$ cat src/rtl/seg7_scroll_mux.sv
// rtl/seg7_scroll_mux.sv - multiplexed scrolling 7-segment hex display driver
// Optional anti-ghosting blank cycle per digit period enabled by defining SEG7_BLANK_EN.
module seg7_scroll_mux #(
    parameter int DIGITS      = 4,
    parameter int ADDR_W      = 4,
    parameter int REFRESH_DIV = 16,
    parameter int SCROLL_DIV  = 4096
) (
    input  logic              clk,
    input  logic              reset_n,
    input  logic              wr_en,
    input  logic [ADDR_W-1:0] wr_addr,
    input  logic [3:0]        wr_data,
    input  logic              scroll_en,
    output logic [DIGITS-1:0] an,
    output logic [6:0]        seg,
    output logic [ADDR_W-1:0] ptr,
    output logic              step
);

    localparam int DEPTH = 2 ** ADDR_W;
    localparam int DIG_W = (DIGITS > 1) ? $clog2(DIGITS) : 1;
    localparam int REF_W = $clog2(REFRESH_DIV);
    localparam int SCR_W = $clog2(SCROLL_DIV);

    logic [3:0]        r_msg [DEPTH];
    logic [REF_W-1:0]  r_ref_cnt;
    logic [DIG_W-1:0]  r_dig;
    logic [SCR_W-1:0]  r_scr_cnt;
    logic [ADDR_W-1:0] r_ptr;
    logic [DIGITS-1:0] r_an;
    logic [6:0]        r_seg;

    logic              w_ref_tc;
    logic              w_dig_last;
    logic              w_scr_tc;
    logic [ADDR_W-1:0] w_rd_addr;
    logic [3:0]        w_rd_data;
    logic [DIGITS-1:0] w_an_onecold;
    logic [DIGITS-1:0] w_an_next;

    function automatic logic [6:0] f_decode(input logic [3:0] h);
        logic [6:0] s;
        case (h)
            4'h0:    s = 7'b0000001;
            4'h1:    s = 7'b1001111;
            4'h2:    s = 7'b0010010;
            4'h3:    s = 7'b0000110;
            4'h4:    s = 7'b1001100;
            4'h5:    s = 7'b0100100;
            4'h6:    s = 7'b0100000;
            4'h7:    s = 7'b0001111;
            4'h8:    s = 7'b0000000;
            4'h9:    s = 7'b0000100;
            4'hA:    s = 7'b0001000;
            4'hB:    s = 7'b1100000;
            4'hC:    s = 7'b0110001;
            4'hD:    s = 7'b1000010;
            4'hE:    s = 7'b0110000;
            default: s = 7'b0111000;
        endcase
        return s;
    endfunction

    always_ff @(posedge clk or negedge reset_n) begin
        if (!reset_n) begin
            for (int i = 0; i < DEPTH; i++) begin
                r_msg[i] <= 4'h0;
            end
        end else if (wr_en) begin
            r_msg[wr_addr] <= wr_data;
        end
    end

    assign w_ref_tc   = (r_ref_cnt == REF_W'(REFRESH_DIV - 1));
    assign w_dig_last = (r_dig == DIG_W'(DIGITS - 1));

    always_ff @(posedge clk or negedge reset_n) begin
        if (!reset_n) begin
            r_ref_cnt <= '0;
            r_dig     <= '0;
        end else begin
            r_ref_cnt <= w_ref_tc ? '0 : r_ref_cnt + 1'b1;
            if (w_ref_tc) begin
                r_dig <= w_dig_last ? '0 : r_dig + 1'b1;
            end
        end
    end

    // Disabling scroll freezes the count so a resume picks up mid-interval.
    assign w_scr_tc = scroll_en && (r_scr_cnt == SCR_W'(SCROLL_DIV - 1));

    always_ff @(posedge clk or negedge reset_n) begin
        if (!reset_n) begin
            r_scr_cnt <= '0;
            r_ptr     <= '0;
        end else if (scroll_en) begin
            r_scr_cnt <= w_scr_tc ? '0 : r_scr_cnt + 1'b1;
            if (w_scr_tc) begin
                r_ptr <= r_ptr + 1'b1;
            end
        end
    end

    // Leftmost anode shows msg[ptr]; indexing wraps around the buffer.
    assign w_rd_addr = r_ptr + ADDR_W'(r_dig);
    assign w_rd_data = r_msg[w_rd_addr];

    always_comb begin
        w_an_onecold = '1;
        for (int i = 0; i < DIGITS; i++) begin
            w_an_onecold[i] = (i != (DIGITS - 1 - int'(r_dig)));
        end
    end

`ifdef SEG7_BLANK_EN
    logic r_blank;

    // Marks the first output cycle of a fresh digit period for dead time.
    always_ff @(posedge clk or negedge reset_n) begin
        if (!reset_n) begin
            r_blank <= 1'b1;
        end else begin
            r_blank <= w_ref_tc;
        end
    end

    assign w_an_next = r_blank ? '1 : w_an_onecold;
`else
    assign w_an_next = w_an_onecold;
`endif

    always_ff @(posedge clk or negedge reset_n) begin
        if (!reset_n) begin
            r_an  <= '1;
            r_seg <= 7'b1111111;
        end else begin
            r_an  <= w_an_next;
            r_seg <= f_decode(w_rd_data);
        end
    end

    assign an   = r_an;
    assign seg  = r_seg;
    assign ptr  = r_ptr;
    assign step = w_scr_tc;

endmodule

$ cat config.mk
export PLATFORM = sky130hd
export DESIGN_NAME = seg7_scroll_mux
export DESIGN_NICKNAME = d
export VERILOG_FILES = /design/src/rtl/seg7_scroll_mux.sv
export SDC_FILE = /design/constraint.sdc
export NUM_CORES = 1
export LEC_CHECK = 0
export ABC_AREA = 1
export CORE_MARGIN = 2
export CORE_UTILIZATION = 54
export DETAILED_ROUTE_END_ITERATION = 8
export MAX_ROUTING_LAYER = met4
export PLACE_DENSITY = 0.76
export SLEW_MARGIN = 20
export SYNTH_ARGS = -nofsm -noshare
export SYNTH_HDL_FRONTEND = slang
export SYNTH_SLANG_ARGS = --single-unit
$ cat constraint.sdc
create_clock -name clk -period 2.37 [get_ports clk]
set_clock_uncertainty 0.1 [all_clocks]
set_input_delay 0.237 -clock clk [delete_from_list [all_inputs] [get_ports clk]]
set_output_delay 0.237 -clock clk [all_outputs]
set_load 0.1 [all_outputs]
==> impl_results.md <==
* Area after DPL at 5480 µm²
* CP Cell Sequence: ha_4, fa_2, buf_12, nand3_1, nand3_2, nand3_2, nand2_4, inv_4, ha_1, nand3_1, nand2_1, nand2_1, nand2_1
* Fmax at 0.384 GHz
* Net count after synthesis at 651
* CORE AREA at 8810 µm²
* Most common cell in the synthesized netlist: nand2_1
* Initial antenna violation count at 0
* Failing checks: negative setup slack
* Routability cong. at 0.889
* Drt first pass iters at 5
* Die Wd at 99.7 µm
* Post-route setup slack at -233 ps
* Power Dens Cells at 776 nW/µm²
* Clk slew on worst S/H paths at 90 ps
* Yosys warnings at 0
* Adder-cell share of the synthesized area at 4.20%
* Number of port buffers at 27
* #FFs+latches synth at 97
* Worst path arrival time at 2810 ps
* Worst Path Class, Setup: flop to flop
* Total of max-cap violations at 0
* Max Buffers Root-to-Sink at 2
* Final Cell Area at 5980 µm²
* FP Rows at 34
* Synthesized area per cell at 7.93 µm²
* DR WL/cell at 15.2 µm
* RSZ-0062 raised after global routing: true
* DP Worst Slack at -190 ps
* Fillcell total at 712
* Post-Synth Simple-Gate Area at 27.8%
* Cell variety after synth at 35
* Async set-reset flop share out of synthesis at 100%
* Synth Area in XOR/XNOR at 2.61%
* Leading area contributor after synthesis: dfrtp_1
* Via density at 5.38
* Largest net degree at the start of global routing at 45
* Post-synth top cells: nand2_1, dfrtp_1, inv_1, o21ai_0, nand3_1
* Post-detailed-route count of antenna-violating nets at 0
* Period Utilization, post-route at 110%
* Via Count at 4279
* Post-synthesis instance area at 4940 µm²
* Clk_lat worst skew at 380 ps
* CP Max Fanout at 11
* Synth Area in Compound Gates at 7.85%
* Maximum VDD drop at 511 µV
* Die height at 99.7 µm
* Reg area at 2450 µm²
* Max Slew Vio Count at 0
* Final min period at 2600 ps
* Hold WC Path Type: input pin to asynchronous set/reset pin
* Initial DRC count at 251
* Slowest CP cell: fa_2
* Status: complete, but fails checks
* Leak at 2.98 nW
* First-pass GRT wire length at 19800 µm
* Flop-to-flop setup slack at -230 ps
* Antenna diodes at 0
* CTS root buffer: clkbuf_8
* Cells after Synth at 623
* Clock sink total at 97
* Fin nets at 710
* CP Launch Type: flop
* # IOs at 28
* H-tree depth at 3
* DRC Markers at 0
* Finished Layout Cells at 795
* Worst Tran Pin Value at 524 ps
* Max incr delay on CP at 640 ps
* GRT Util Overall at 26.1%
* Fraction of synthesized area in multiplexers at 0.228%
* CTS tree: built
* Initial Util at 56.1%
* Placed insts at 764
* Setup-failing EPs final at 7
* Final hold violations at 0
* Post-DP HPWL at 8190 µm
* Share of layout cells above drive strength 1 at 19.7%
* Worst EP required at 2580 ps
* Sequential share of the synthesized area at 49.4%
* Synth top area share at 43.5%
* Post-Route WL at 12100 µm
* Multi-input logic area at 2320 µm²
* Synth top area cells: dfrtp_1, nand2_1, o21ai_0
* Combinational family with the most area after synthesis: simple AND/OR/NAND/NOR gates
* Relative slew slack at 65.0%
* Total CTS buffers at 9
* Synth-to-Final Area Change at 21.0%
* Number of synthesized flops with an enable pin at 0
* CP dominant cell by count: nand2_1
* Total gr overflow at 0
* Vias in the first global route at 4179
* Die footprint at 9930 µm²
* Primary FF master, synth: dfrtp_1
* CP Capture Type: flop
-- path summary, 6_finish.rpt --
kind                            startpoint         to  depth (start not counted)
worst max-delay path                ptr[0]     seg[3]                         13
worst min-delay path               reset_n  r_msg[21]                          2
worst max register to register      ptr[0]     seg[3]                         13
worst min register to register   r_msg[48]  r_msg[48]                          2
max in group asynchronous          reset_n     seg[5]                          3
min in group clk                 r_msg[48]  r_msg[48]                          2
-- layout make-up --
cell class | instances | area share (%)
clock buffer | 9 | 2.07
inverter | 82 | 5.31
timing repair buffer | 62 | 9.41
multi-input combinational | 430 | 38.9
sequential | 97 | 40.9
clock inverter | 7 | 1.17
tap | 108 | 2.26
-- sequential cells by signal, summed over array words and instances, names as in the netlist --
register,cells
seg,7
an,4
r_scr_cnt,12
r_ref_cnt,4
ptr,4
r_dig,2
r_msg,64
-- power by group --
part	leakage [nW]	internal [W]	switching [W]
Clock	0.0994	0.000488	0.000592
Sequential	1.17	0.00201	0.000153
Combinational	1.71	0.000449	0.000951
Total	2.98	0.00295	0.00170
-- placed cells by master (no fill, tap or decap), types with 9 or more instances in the layout --
| cell | Yosys | layout |
|---|---|---|
| clkdlybuf4s50_1 | 0 | 10 |
| inv_1 | 76 | 76 |
| xor2_1 | 10 | 10 |
| nor2_1 | 47 | 43 |
| nand3_2 | 4 | 15 |
| nand2_1 | 193 | 187 |
| clkbuf_8 | 0 | 9 |
| dfrtp_1 | 86 | 84 |
| o21ai_0 | 64 | 63 |
| ha_1 | 15 | 10 |
| dfstp_2 | 11 | 11 |
| nand3_1 | 59 | 45 |
| buf_4 | 3 | 46 |
-- routing by layer --
metal | routed length, µm | vias to the layer above | track usage, %
met3 | 708 | 27 | 5.76
met1 | 5340 | 2018 | 33.2
li1 | - | 2078 | -
met2 | 5760 | 156 | 41.8
met4 | 301 | 0 | 8.43
met5 | 0 | - | -
-- what timing repair did --
| item | CTS | global route |
|---|---|---|
| cloned | 2 | 0 |
| pin swaps | 0 | 7 |
| endpoints found under the setup margin | 8 | 8 |
| hold buffers | 1 | 0 |
| endpoints found under the hold margin | 37 | 0 |
| buffers inserted | 2 | 10 |
| resized for setup | 13 | 28 |
-- metrics by stage --
stage / power, W / hold WS, ps / setup TNS (ps) / util, %
6_report: 0.00464 / 274 / -1290 / 67.9
5_1_grt: 0.00492 / 313 / -2030 / 67.9
4_1_cts: 0.00457 / 286 / -873 / 65.8
3_5_place_dp: 0.00345 / 151 / -1020 / 62.2
3_3_place_gp: 0.00341 / 150 / -510 / 62.2
2_1_floorplan: 0.00311 / -159 / -1320 / -
-- critical path, delay by kind of cell (launching register included) --
family        cells  cell delay [ps]
fa+ha+maj         3             1000
simple gates      8              740
flops             1              500
buf+inv           2              220
-- cells by family after synthesis --
| kind of cell | after synthesis |
|---|---|
| and+or+nand+nor | 323 |
| buffers and inverters | 97 |
| DFF | 97 |
| AOI/OAI and AO/OA | 76 |
| adders and majority gates | 16 |
| xor gates and xnor gates | 13 |
| muxes | 1 |
Note: power is estimated with default switching activity, not from simulation.
